===== src/rtl/battleship_pkg.sv =====
// Shared types and default board dimensions for the battleship game blocks.
//   cell_t          : encoding of one board cell as stored and shown on the display port
//   tracker_state_t : command sequencer states of board_tracker
//   BOARD_*         : default board geometry and fleet size
package battleship_pkg;

    typedef enum logic [1:0] {
        EMPTY = 2'b00,
        SHIP  = 2'b01,
        HIT   = 2'b10,
        MISS  = 2'b11
    } cell_t;

    typedef enum logic [1:0] {
        IDLE   = 2'b00,
        CHECK  = 2'b01,
        COMMIT = 2'b10
    } tracker_state_t;

    localparam int BOARD_ROWS  = 5;
    localparam int BOARD_COLS  = 5;
    localparam int BOARD_SHIPS = 5;

endpackage


===== src/rtl/board_tracker.sv =====
// Per-player board store and shot resolver.
// Records ship cells during placement. During play it resolves shots as
// HIT / MISS / REPEAT and counts the ship cells still afloat.
// Ports:
//   clk, reset (async, active-high), clear (sync board wipe)
//   place_en / shoot_en with row/col : one command at a time, ignored while busy
//   busy                             : command in flight
//   place_ok / place_err             : one-cycle placement result pulses
//   shot_valid, shot_hit, shot_repeat: one-cycle shot result (hit/repeat qualified by shot_valid)
//   ships_left, fleet_alive          : ship cells not yet hit, and (ships_left != 0)
//   rd_row / rd_col -> rd_cell       : combinational display read, EMPTY when out of range
module board_tracker
    import battleship_pkg::*;
#(
    parameter int ROWS      = BOARD_ROWS,
    parameter int COLS      = BOARD_COLS,
    parameter int MAX_SHIPS = BOARD_SHIPS,
    parameter int RW        = $clog2(ROWS),
    parameter int CW        = $clog2(COLS),
    parameter int SW        = $clog2(MAX_SHIPS + 1)
) (
    input  logic          clk,
    input  logic          reset,
    input  logic          clear,
    input  logic          place_en,
    input  logic          shoot_en,
    input  logic [RW-1:0] row,
    input  logic [CW-1:0] col,
    output logic          busy,
    output logic          place_ok,
    output logic          place_err,
    output logic          shot_valid,
    output logic          shot_hit,
    output logic          shot_repeat,
    output logic [SW-1:0] ships_left,
    output logic          fleet_alive,
    input  logic [RW-1:0] rd_row,
    input  logic [CW-1:0] rd_col,
    output cell_t         rd_cell
);

    localparam int CELLS = ROWS * COLS;
    localparam int IW    = (CELLS > 1) ? $clog2(CELLS) : 1;

    // Coordinates are compared as integers so that a board whose size is an
    // exact power of two never has its bound truncated to zero.
    function automatic logic coord_in_range(input logic [RW-1:0] r, input logic [CW-1:0] c);
        return (int'(r) < ROWS) && (int'(c) < COLS);
    endfunction

    // Row-major flat index; only meaningful for in-range coordinates.
    function automatic logic [IW-1:0] cell_index(input logic [RW-1:0] r, input logic [CW-1:0] c);
        return IW'(r) * IW'(COLS) + IW'(c);
    endfunction

    tracker_state_t state_q, state_d;
    logic           op_shot_q, op_shot_d;
    logic [RW-1:0]  row_q, row_d;
    logic [CW-1:0]  col_q, col_d;
    logic [IW-1:0]  idx_q, idx_d;
    cell_t          cell_q, cell_d;
    logic           in_range_q, in_range_d;
    logic [SW-1:0]  ships_left_q, ships_left_d;
    logic           fleet_alive_q, fleet_alive_d;
    logic           locked_q, locked_d;
    logic           busy_q, busy_d;
    logic           place_ok_q, place_ok_d;
    logic           place_err_q, place_err_d;
    logic           shot_valid_q, shot_valid_d;
    logic           shot_hit_q, shot_hit_d;
    logic           shot_repeat_q, shot_repeat_d;

    cell_t          board_q [CELLS];

    logic           wr_en_s;
    cell_t          wr_cell_s;
    logic           wipe_s;
    logic           chk_in_range_s;
    logic [IW-1:0]  chk_idx_s;

    assign chk_in_range_s = coord_in_range(row_q, col_q);
    assign chk_idx_s      = chk_in_range_s ? cell_index(row_q, col_q) : {IW{1'b0}};

    // Command sequencer: accept, look up the target cell, then commit and report.
    always_comb begin
        state_d       = state_q;
        op_shot_d     = op_shot_q;
        row_d         = row_q;
        col_d         = col_q;
        idx_d         = idx_q;
        cell_d        = cell_q;
        in_range_d    = in_range_q;
        ships_left_d  = ships_left_q;
        locked_d      = locked_q;
        place_ok_d    = 1'b0;
        place_err_d   = 1'b0;
        shot_valid_d  = 1'b0;
        shot_hit_d    = 1'b0;
        shot_repeat_d = 1'b0;
        wr_en_s       = 1'b0;
        wr_cell_s     = EMPTY;
        wipe_s        = 1'b0;

        if (clear) begin
            // New game: drop any in-flight command without a result pulse.
            wipe_s       = 1'b1;
            state_d      = IDLE;
            ships_left_d = {SW{1'b0}};
            locked_d     = 1'b0;
        end else begin
            case (state_q)
                IDLE: begin
                    if (shoot_en) begin
                        // A shot wins over a simultaneous placement and closes placement.
                        op_shot_d = 1'b1;
                        row_d     = row;
                        col_d     = col;
                        locked_d  = 1'b1;
                        state_d   = CHECK;
                    end else if (place_en) begin
                        op_shot_d = 1'b0;
                        row_d     = row;
                        col_d     = col;
                        state_d   = CHECK;
                    end else begin
                        state_d   = IDLE;
                    end
                end
                CHECK: begin
                    in_range_d = chk_in_range_s;
                    idx_d      = chk_idx_s;
                    cell_d     = chk_in_range_s ? board_q[chk_idx_s] : EMPTY;
                    state_d    = COMMIT;
                end
                COMMIT: begin
                    state_d = IDLE;
                    if (op_shot_q) begin
                        shot_valid_d = 1'b1;
                        if (!in_range_q) begin
                            shot_repeat_d = 1'b1;
                        end else begin
                            case (cell_q)
                                SHIP: begin
                                    // A SHIP cell exists only while ships_left > 0, so no underflow.
                                    wr_en_s      = 1'b1;
                                    wr_cell_s    = HIT;
                                    ships_left_d = ships_left_q - SW'(1);
                                    shot_hit_d   = 1'b1;
                                end
                                EMPTY: begin
                                    wr_en_s   = 1'b1;
                                    wr_cell_s = MISS;
                                end
                                default: begin
                                    shot_repeat_d = 1'b1;
                                end
                            endcase
                        end
                    end else begin
                        if (!in_range_q || (cell_q == SHIP) ||
                            (ships_left_q == SW'(MAX_SHIPS)) || locked_q) begin
                            place_err_d = 1'b1;
                        end else begin
                            wr_en_s      = 1'b1;
                            wr_cell_s    = SHIP;
                            ships_left_d = ships_left_q + SW'(1);
                            place_ok_d   = 1'b1;
                        end
                    end
                end
                default: begin
                    state_d = IDLE;
                end
            endcase
        end

        // Derived from the next count so fleet_alive moves in the same cycle as ships_left.
        fleet_alive_d = (ships_left_d != {SW{1'b0}});
        busy_d        = (state_d != IDLE);
    end

    // Sequencer, counters and registered outputs.
    always_ff @(posedge clk or posedge reset) begin
        if (reset) begin
            state_q       <= IDLE;
            op_shot_q     <= 1'b0;
            row_q         <= {RW{1'b0}};
            col_q         <= {CW{1'b0}};
            idx_q         <= {IW{1'b0}};
            cell_q        <= EMPTY;
            in_range_q    <= 1'b0;
            ships_left_q  <= {SW{1'b0}};
            fleet_alive_q <= 1'b0;
            locked_q      <= 1'b0;
            busy_q        <= 1'b0;
            place_ok_q    <= 1'b0;
            place_err_q   <= 1'b0;
            shot_valid_q  <= 1'b0;
            shot_hit_q    <= 1'b0;
            shot_repeat_q <= 1'b0;
        end else begin
            state_q       <= state_d;
            op_shot_q     <= op_shot_d;
            row_q         <= row_d;
            col_q         <= col_d;
            idx_q         <= idx_d;
            cell_q        <= cell_d;
            in_range_q    <= in_range_d;
            ships_left_q  <= ships_left_d;
            fleet_alive_q <= fleet_alive_d;
            locked_q      <= locked_d;
            busy_q        <= busy_d;
            place_ok_q    <= place_ok_d;
            place_err_q   <= place_err_d;
            shot_valid_q  <= shot_valid_d;
            shot_hit_q    <= shot_hit_d;
            shot_repeat_q <= shot_repeat_d;
        end
    end

    // Board cell array: wiped on reset/clear, single write at commit.
    always_ff @(posedge clk or posedge reset) begin
        if (reset) begin
            for (int i = 0; i < CELLS; i++) begin
                board_q[i] <= EMPTY;
            end
        end else if (wipe_s) begin
            for (int i = 0; i < CELLS; i++) begin
                board_q[i] <= EMPTY;
            end
        end else if (wr_en_s) begin
            board_q[idx_q] <= wr_cell_s;
        end
    end

    // Display read port.
    always_comb begin
        rd_cell = EMPTY;
        if (coord_in_range(rd_row, rd_col)) begin
            rd_cell = board_q[cell_index(rd_row, rd_col)];
        end else begin
            rd_cell = EMPTY;
        end
    end

    assign busy        = busy_q;
    assign place_ok    = place_ok_q;
    assign place_err   = place_err_q;
    assign shot_valid  = shot_valid_q;
    assign shot_hit    = shot_hit_q;
    assign shot_repeat = shot_repeat_q;
    assign ships_left  = ships_left_q;
    assign fleet_alive = fleet_alive_q;

endmodule


===== config.mk =====
export PLATFORM = sky130hd
export DESIGN_NAME = board_tracker
export DESIGN_NICKNAME = d
export VERILOG_FILES = /design/src/rtl/battleship_pkg.sv /design/src/rtl/board_tracker.sv
export SDC_FILE = /design/constraint.sdc
export NUM_CORES = 1
export LEC_CHECK = 0
export ABC_CLOCK_PERIOD_IN_PS = 4250
export BUFFER_PORTS_ARGS = -buffer_cell sky130_fd_sc_hd__buf_2
export CAP_MARGIN = 20
export CORE_MARGIN = 2
export CORE_UTILIZATION = 36
export DETAILED_ROUTE_END_ITERATION = 16
export GPL_TIMING_DRIVEN = 0
export REMOVE_ABC_BUFFERS = 1
export SYNTH_ARGS = -nofsm -noshare
export SYNTH_HDL_FRONTEND = slang
export SYNTH_SLANG_ARGS = --single-unit

===== constraint.sdc =====
create_clock -name clk -period 4.25 [get_ports clk]
set_input_delay 0.425 -clock clk [delete_from_list [all_inputs] [get_ports clk]]
set_output_delay 0.425 -clock clk [all_outputs]
set_load 0.01 [all_outputs]

==> reports/metrics.yaml <==
rows: 41
drive_above_1_share_pct: 21.6
dp_hpwl_um: 7970
status: "complete, no violations"
worstSkewPairLatency_ps: 340
synth.distinct_cells: 53
ys.flop_type: "dfrtp_1"
post_dp_cell_area_um2: 4900
postCtsHoldBufs: 0
timing.final.crit_share_pct: 81.8
n_antenna_cell: 0
ctsResizeCount: 0
cp-end-kind: "output pin"
ys_seq_area_share_pct: 42.4
track_usage_pct: 18.7
drt_first_pass_iters: 4
remaining_drc_errors: 0
gp_congestion: 0.851
mostFrequentLayoutCell: "dfrtp_1"
tightest_slew_ps: 976
met3_usage_pct: 3.71
crit_fanout: 6
numCtsBuffers: 9
grt_pass1_vias: 3634
p_leak_nw: 2.33
vias: 3526
instances_no_fill: 611
wire_per_inst_um: 19.1
worst_setup_path_start_kind: "input port"
ant_nets: 0
crit_required_ps: 3830
syn_avg_cell_area_um2: 11.1
coreArea_um2: 12600
io_pins: 29
numClockSinks: 78
start_util_pct: 36.6
clkTransAtPathRegs_ps: 50
worstPathArrival_ps: 3050
total_power_w: 0.00251
power.density_nw_per_um2: 480
clock_skew_ps: 7.49
cts_buffer_depth: 2
rsz0062_at_grt: "false"
yosys.area.top_type: "dfrtp_1"
hold_viol_final: 0
fin_crit_ps: 3480
grt_antenna_before_repair: 0
use_met1_pct: 24.3
drtIter0Drc: 293
irDropWorstVdd_uv: 243
clock.fmax_ghz: 0.287
fin_tns_setup_ps: 0
clockRootBuffer: "clkbuf_16"
cts-htree-levels: 3
synth-seq-cells: 78
grt_overflow_total: 0
cts_tree: "done"
syn2layout_area_growth_pct: 13.7
final_nets: 472
grt_pass1_wl_um: 19500
slew_violations: 0
yosys-top-cells-area: "dfrtp_1, a22o_1, mux4_2"
slew_headroom_pct: 34.8
hold_class: "in2async"
io_buffers: 28
postSynthCellCount: 413
path_class: "in2out"
grt_max_degree: 49
via_per_inst: 5.77
die_area_um2: 13700
grtUsageMet2_pct: 31.8
mostFrequentLayoutCells: "dfrtp_1, a22o_1, nor2_1, buf_2, a21oi_1"
die_w_um: 117
async_reset_ff_share_pct: 100
postCtsSetupBuffers: 0
final_area_um2: 5230
synth_area_um2: 4600
grt.busiest_layer: "met2"
drt-total-wl_um: 11700
dp_cells: 593
setup_viol: 0
synth_edf_count: 0
drv_cap: 0
netlist.area_leader.share_pct: 42.4
fillers: 1196
die_y_um: 117
ys_warn_count: 0
## report_power, final
group | switching (W) | leakage [nW] | internal, W | total (W)
Combinational | 0.000562 | 1.13 | 0.000341 | 0.000903
Clock | 0.000309 | 0.142 | 0.000442 | 0.000751
Sequential | 0.0000640 | 1.06 | 0.000795 | 0.000859
Total | 0.000935 | 2.33 | 0.00158 | 0.00251
## synth_stat cells (2+ instances only)
cell,number
nor2b_1,4
xor2_1,4
buf_6,2
nor2_1,39
a21oi_1,25
nand2b_1,6
a211oi_1,3
o31ai_1,3
buf_2,8
o31a_1,2
dfrtp_1,78
fa_1,2
a21oi_2,10
inv_1,11
o21ai_0,11
nand3_1,7
ha_1,19
a22oi_1,3
o21a_1,5
nand3b_1,3
nand2_1,15
nor3_1,8
clkbuf_1,11
nand4b_1,2
or3_1,2
and2_1,2
or3b_2,3
a31oi_1,3
a22o_1,53
a21o_1,2
a221oi_1,2
mux2i_1,13
mux4_2,20
nor4_1,5
or2_2,3
mux2_2,7
## layer usage
layer	vias up	wire, um
met5	-	0
met4	0	164
met3	11	570
met2	69	5830
met1	1812	5110
li1	1634	-
## sequential cells by signal, indices dropped and copies added, names as in the netlist, 2 cells and up
signal and flops:
board_q 50, idx_q 5, col_q 3, row_q 3, ships_left 3, cell_q 2
state_q 2
## critical path: stages
cell and delay (ps):
buf_2 120, ha_1 290, ha_1 330, fa_1 440
xor2_1 490, mux4_2 580, mux2i_1 190, nor2_1 60
buf_2 140
## cells by family after synthesis
family                   after synthesis  synth area share, %
AO/OA/AOI/OAI                        130                 21.3
multiplexers                          40                 14.3
adder cells (fa/ha/maj)               21                 6.04
AND/OR/NAND/NOR                      105                 11.6
flip-flops                            78                 42.4
buffers and inverters                 34                 3.40
XOR/XNOR                               5                0.952
## path summary, 6_finish.rpt
| kind | startpoint | to | slack, ps | depth (start not counted) |
|---|---|---|---|---|
| max reg2reg | row_q[0]$_DFFE_PP0P_ | cell_q[0]$_DFFE_PP0P_ | 790 | 8 |
| min | reset | row_q[0]$_DFFE_PP0P_ | 90 | 2 |
| max in group asynchronous | reset | idx_q[0]$_DFFE_PP0P_ | 3570 | 3 |
| max | rd_row[0] | rd_cell[1] | 770 | 9 |
| min reg2reg | locked_q$_DFFE_PP0P_ | locked_q$_DFFE_PP0P_ | 490 | 2 |
| min in group clk | row[1] | row_q[1]$_DFFE_PP0P_ | 320 | 2 |
## per-stage QoR
stage               worst slack [ps]  utilization (%)  hold WS (ps)
floorplan                       1260                -           454
CTS                              762             41.3           106
global route                     607             41.6           132
global placement                 131             38.5           482
detailed placement               759             39.0           467
finish                           772             41.6          86.5
## final cells by class
| class | count | area, um2 | share of cell area, % |
|---|---|---|---|
| Timing Repair Buffer | 33 | 236 | 4.52 |
| Clock inverter | 3 | 17.5 | 0.335 |
| Clock buffer | 13 | 270 | 5.16 |
| Tap cell | 172 | 215 | 4.11 |
| Inverter | 11 | 43.8 | 0.837 |
| Sequential cell | 78 | 1950 | 37.3 |
| Multi-Input combinational cell | 301 | 2500 | 47.7 |
Power figures use the tool's default switching activity.
